`src/rtl/matrix_inst_sequencer.sv`:
```
// Instruction sequencer: streams a program of matrix instructions from the BRAM
// to the dispatcher through a 2-entry prefetch buffer, and reports completion.
package matrix_inst_pkg;
  typedef struct packed {
    logic [7:0] opcode;
    logic [7:0] dst;
    logic [7:0] src_a;
    logic [7:0] src_b;
  } inst_t;
endpackage

module matrix_inst_sequencer
  import matrix_inst_pkg::*;
#(
  parameter int INST_ADDR_WIDTH = 10
) (
  input  logic                       clk,
  input  logic                       rst,
  input  logic                       start,
  input  logic [INST_ADDR_WIDTH-1:0] inst_base,
  input  logic [INST_ADDR_WIDTH:0]   inst_count,
  input  logic                       abort,
  output logic                       busy,
  output logic                       done,
  output logic [INST_ADDR_WIDTH:0]   issued_cnt,
  output logic                       bram_en,
  output logic [INST_ADDR_WIDTH-1:0] bram_addr,
  input  logic [$bits(inst_t)-1:0]   bram_rdata,
  output inst_t                      m_inst,
  output logic                       m_valid,
  input  logic                       m_ready,
  output logic [1:0]                 dbg_state
);
  // Handshake: an instruction transfers on any rising edge where m_valid and
  // m_ready are both high; m_inst is held stable while m_valid & !m_ready.

  localparam logic [1:0] S_IDLE  = 2'd0;
  localparam logic [1:0] S_RUN   = 2'd1;
  localparam logic [1:0] S_DRAIN = 2'd2;
  localparam int CW = INST_ADDR_WIDTH + 1;

  logic [1:0]                 state_q;
  logic [INST_ADDR_WIDTH-1:0] fetch_ptr_q;
  logic [INST_ADDR_WIDTH-1:0] addr_hold_q;
  logic [CW-1:0]              remaining_fetch_q;
  logic [CW-1:0]              remaining_issue_q;
  logic                       inflight_q;
  logic                       zero_done_q;
  inst_t                      tail_q;
  logic                       tail_valid_q;

  logic       pop;
  logic       push;
  logic       last_pop;
  logic       start_ok;
  logic       abort_ok;
  logic       fetch_ok;
  logic [2:0] credits_used;

  assign pop       = m_valid & m_ready;
  assign push      = inflight_q;
  assign last_pop  = pop && (remaining_issue_q == CW'(1));
  assign start_ok  = start && !abort && (state_q == S_IDLE);
  assign abort_ok  = abort && (state_q != S_IDLE);
  assign dbg_state = state_q;

  // A pop in this cycle frees a slot before the new read can land, which keeps
  // one instruction per cycle flowing while never exceeding two entries.
  assign credits_used = {2'b0, m_valid} + {2'b0, tail_valid_q} + {2'b0, inflight_q};
  assign fetch_ok     = credits_used < (3'd2 + {2'b0, pop});

  always_comb begin
    bram_en   = (state_q == S_RUN) && !abort && (remaining_fetch_q != '0) && fetch_ok;
    bram_addr = bram_en ? fetch_ptr_q : addr_hold_q;
    done      = zero_done_q | ((state_q == S_DRAIN) && m_ready && !abort);
    busy      = (state_q == S_RUN) | ((state_q == S_DRAIN) && !(m_ready && !abort));
  end

  always_ff @(posedge clk or posedge rst) begin
    if (rst) begin
      state_q           <= S_IDLE;
      fetch_ptr_q       <= '0;
      addr_hold_q       <= '0;
      remaining_fetch_q <= '0;
      remaining_issue_q <= '0;
      issued_cnt        <= '0;
      zero_done_q       <= 1'b0;
    end else begin
      zero_done_q <= start_ok && (inst_count == '0);
      if (bram_en) begin
        fetch_ptr_q       <= fetch_ptr_q + 1'b1;
        addr_hold_q       <= fetch_ptr_q;
        remaining_fetch_q <= remaining_fetch_q - 1'b1;
      end
      if (pop) begin
        issued_cnt        <= issued_cnt + 1'b1;
        remaining_issue_q <= remaining_issue_q - 1'b1;
      end
      case (state_q)
        S_IDLE: begin
          if (start_ok && (inst_count != '0)) begin
            state_q           <= S_RUN;
            fetch_ptr_q       <= inst_base;
            remaining_fetch_q <= inst_count;
            remaining_issue_q <= inst_count;
            issued_cnt        <= '0;
          end
        end
        S_RUN: begin
          if (abort) state_q <= S_IDLE;
          else if (last_pop) state_q <= S_DRAIN;
        end
        S_DRAIN: begin
          if (abort || m_ready) state_q <= S_IDLE;
        end
        default: state_q <= S_IDLE;
      endcase
    end
  end

  // Prefetch buffer: m_inst/m_valid form the head register, tail_q the second slot.
  always_ff @(posedge clk or posedge rst) begin
    if (rst) begin
      m_valid      <= 1'b0;
      m_inst       <= '0;
      tail_q       <= '0;
      tail_valid_q <= 1'b0;
      inflight_q   <= 1'b0;
    end else if (abort_ok) begin
      m_valid      <= 1'b0;
      tail_valid_q <= 1'b0;
      inflight_q   <= 1'b0;
    end else begin
      inflight_q <= bram_en;
      if (pop) begin
        if (tail_valid_q) begin
          m_inst <= tail_q;
          if (push) tail_q <= inst_t'(bram_rdata);
          else tail_valid_q <= 1'b0;
        end else if (push) begin
          m_inst <= inst_t'(bram_rdata);
        end else begin
          m_valid <= 1'b0;
        end
      end else if (push) begin
        if (!m_valid) begin
          m_inst  <= inst_t'(bram_rdata);
          m_valid <= 1'b1;
        end else begin
          tail_q       <= inst_t'(bram_rdata);
          tail_valid_q <= 1'b1;
        end
      end
    end
  end
endmodule
```
`config.mk`:
```
export PLATFORM = sky130hd
export DESIGN_NAME = matrix_inst_sequencer
export DESIGN_NICKNAME = d
export VERILOG_FILES = /design/src/rtl/matrix_inst_sequencer.sv
export SDC_FILE = /design/constraint.sdc
export NUM_CORES = 1
export LEC_CHECK = 0
export CAP_MARGIN = 20
export CORE_MARGIN = 2
export CORE_UTILIZATION = 30
export CTS_CLUSTER_DIAMETER = 80
export DETAILED_ROUTE_END_ITERATION = 10
export PLACE_DENSITY = 0.63
export SLEW_MARGIN = 20
export SYNTH_ARGS = -nofsm -noshare
export SYNTH_HDL_FRONTEND = slang
export SYNTH_SLANG_ARGS = --single-unit
```
`constraint.sdc`:
```
create_clock -name clk -period 8.55 [get_ports clk]
set_clock_uncertainty 0.2 [all_clocks]
set_input_delay 0.855 -clock clk [delete_from_list [all_inputs] [get_ports clk]]
set_output_delay 0.855 -clock clk [all_outputs]
set_load 0.005 [all_outputs]
```
==> impl_metrics.py <==
metrics = {
    "yosys": {
        "synthesis.area_um2": 5770,
        "synthCells": 530,
        "synth_edf_count": 0,
        "synth_top_flop_cell": "dfrtp_1",
        "async_reset_ff_frac": 1.00,
        "syn_area_per_cell_um2": 10.9,
        "synth_cell_types": 50,
        "yosys_warnings": 0,
        "ys_seq_elements": 123,
        "yosysSeqAreaShare": 0.533,
        "synth_nets": 594,
    },
    "routing": {
        "routed_wl_um": 14200,
        "drtPass1Iterations": 4,
        "via_per_inst": 5.12,
        "postRouteAntennaNets": 0,
        "route.detailed.drc": 0,
        "vias": 4517,
        "wl_per_cell_um": 16.1,
        "drt_iter0_drc": 185,
    },
    "power": {
        "ir_drop_v": 0.000188,
        "leakagePower_uw": 0.00332,
        "powerDensity_nw_per_um2": 311,
    },
    "outcome": {
        "outcome": "finished, final reports clean",
    },
    "worst_setup_path": {
        "crit_type": "in -> out",
        "reg2regPathDepth": 6,
        "cp_max_fo": 14,
        "arrival_ns": 3.93,
        "end_kind": "primary output",
        "r2r-start": "m_valid",
        "worstPathRequired_ns": 7.50,
        "r2r_slack_ns": 5.26,
        "r2r_end": "addr_hold_q[2]",
        "startpoint_type": "primary input",
    },
    "cells_and_area": {
        "final_common_cell": "dfrtp_1",
        "drive_gt1_frac": 0.133,
        "final_cell_mix": "123 x dfrtp_1, 116 x clkdlybuf4s50_1, 64 x nor2_1",
        "diodes": 0,
        "final_area_um2": 7730,
        "fin_cells": 883,
        "final_nets": 700,
        "syn_to_final_growth_pct": 34.0,
    },
    "timing": {
        "worst_slack_ns": 3.56,
        "hold_viol": 0,
        "fin_tns_setup_ns": 0,
        "slew_headroom": 0.388,
        "final-setup-viol-count": 0,
        "hold_slack_ns": 0.296,
        "drv_slew": 0,
        "worst_pin_slew_ns": 0.917,
        "rsz0062_at_grt": "false",
        "fmax_mhz": 200,
        "post-route-min-period_ns": 4.99,
        "fin_crit_sh": 0.583,
    },
    "clock_tree": {
        "cts.sinks": 123,
        "clockBufferDepth": 2,
        "postCtsSetupBuffers": 0,
        "post_cts_resized": 0,
        "cts_tree": "built",
        "cts-htree-levels": 4,
        "clkTransAtPathRegs_ns": 0.06,
        "root_buffer": "clkbuf_16",
        "cts_buffers": 17,
        "clock_latency_ns": 0.41,
        "postCtsHoldBufs": 0,
    },
    "hold_path": {
        "min-delay-start": "addr_hold_q[7]",
        "holdPathStages": 1,
        "hold_path.class": "reg -> reg",
        "holdPathEnd": "addr_hold_q[7]",
    },
    "grt": {
        "overflow": 0,
        "antenna_found_initial": 0,
        "grt_pass1_wl_um": 23400,
        "grt_max_degree": 77,
        "grtUsageTotal": 0.145,
        "grt_pass1_vias": 4625,
    },
    "die": {
        "core_area_um2": 18800,
        "start_util": 0.308,
        "rows": 50,
        "io_pins": 117,
        "die_h_um": 143,
        "fp.dieW_um": 143,
        "dieArea_um2": 20400,
    },
    "placed_design": {
        "place_congestion": 0.790,
        "post-dp-hpwl_um": 9470,
        "dp.cells": 849,
        "pre_cts_slack_ns": 3.56,
        "place_area_um2": 7120,
        "port_buffers": 116,
    },
    "job": {
        "maxCapViolations": 0,
    },
}
[power by group]
group          leakage (uW)  internal, uW  switching, uW  total (uW)
clock              0.000265           435            263         698
sequential          0.00148           819            169         987
combinational       0.00157           423            295         718
total               0.00332          1680            726        2400
[through the flow]
step                 util  total power (uW)
finish              0.412              2400
global route        0.412              2560
CTS                 0.410              2430
detailed placement  0.379              1720
global placement    0.379              1680
floorplan               -              1350
[cells in the mapped netlist (all sizes together) (5+ instances only)]
| master | count | area, um^2 |
|---|---|---|
| nand4 | 5 | 31.3 |
| xnor2 | 7 | 61.3 |
| a31oi | 14 | 87.6 |
| or4 | 8 | 63.8 |
| inv | 13 | 48.8 |
| nor3 | 8 | 40.0 |
| dfrtp | 123 | 3080 |
| buf | 12 | 72.6 |
| nand3 | 14 | 70.1 |
| nor4 | 8 | 50.1 |
| o31ai | 6 | 45.0 |
| nor2 | 64 | 240 |
| ha | 5 | 62.6 |
| o21ai | 12 | 60.1 |
| a311oi | 9 | 78.8 |
| xor2 | 10 | 87.6 |
| mux2 | 42 | 473 |
| nand2 | 21 | 78.8 |
| clkbuf | 20 | 75.1 |
| a21oi | 48 | 240 |
| mux2i | 32 | 320 |
[flip-flops by register name, indices dropped and copies added, names as in the netlist]
register,count
addr_hold_q,10
dbg_state,2
fetch_ptr_q,10
inflight_q,1
issued_cnt,11
m_inst,32
m_valid,1
remaining_fetch_q,11
remaining_issue_q,11
tail_q,32
tail_valid_q,1
zero_done_q,1
[cells by family (layout without fill, tap and decap cells)]
kind of cell,after synthesis,in the layout,synth area share
and+or+nand+nor,159,159,0.142
DFF,123,123,0.533
AOI/OAI and AO/OA,106,106,0.113
muxes,74,74,0.137
buffers and inverters,45,164,0.0340
xor gates and xnor gates,17,17,0.0258
adders and majority gates,6,6,0.0143
[routing by layer]
layer | up-vias | GRT usage | routed length [um]
li1 | 2136 | - | -
met1 | 2244 | 0.195 | 6690
met3 | 11 | 0.0473 | 755
met5 | - | 0 | 0
met2 | 126 | 0.223 | 6560
met4 | 0 | 0.0448 | 177
[how the worst max path moves through the flow]
stage | startpoint | end | slack [ns] | cells past startpoint
6_report | abort | bram_addr[2] | 3.56 | 7
5_1_grt | abort | bram_addr[5] | 3.39 | 7
4_1_cts | abort | bram_addr[2] | 3.54 | 7
3_5_place_dp | abort | bram_addr[2] | 3.56 | 7
3_3_place_gp | abort | bram_addr[2] | 3.66 | 7
2_1_floorplan | rst | addr_hold_q[0] | 4.22 | 1
[cell type report]
class / instances / area (um^2)
Clock inverter: 11 / 121
Sequential cell: 123 / 3080
Clock buffer: 21 / 450
Inverter: 13 / 51.3
Tap cell: 234 / 293
Fill cell: 1794 / 11000
Timing Repair Buffer: 119 / 1210
Multi-Input combinational cell: 362 / 2530
[critical path, cell delays in order]
cell,delay (ns)
clkdlybuf4s50_1,0.48
or3b_4,0.45
a21oi_1,0.68
nand2_1,0.28
inv_2,0.32
mux2_2,0.40
clkdlybuf4s50_1,0.45
No activity file was read; power rests on OpenSTA's default activity.
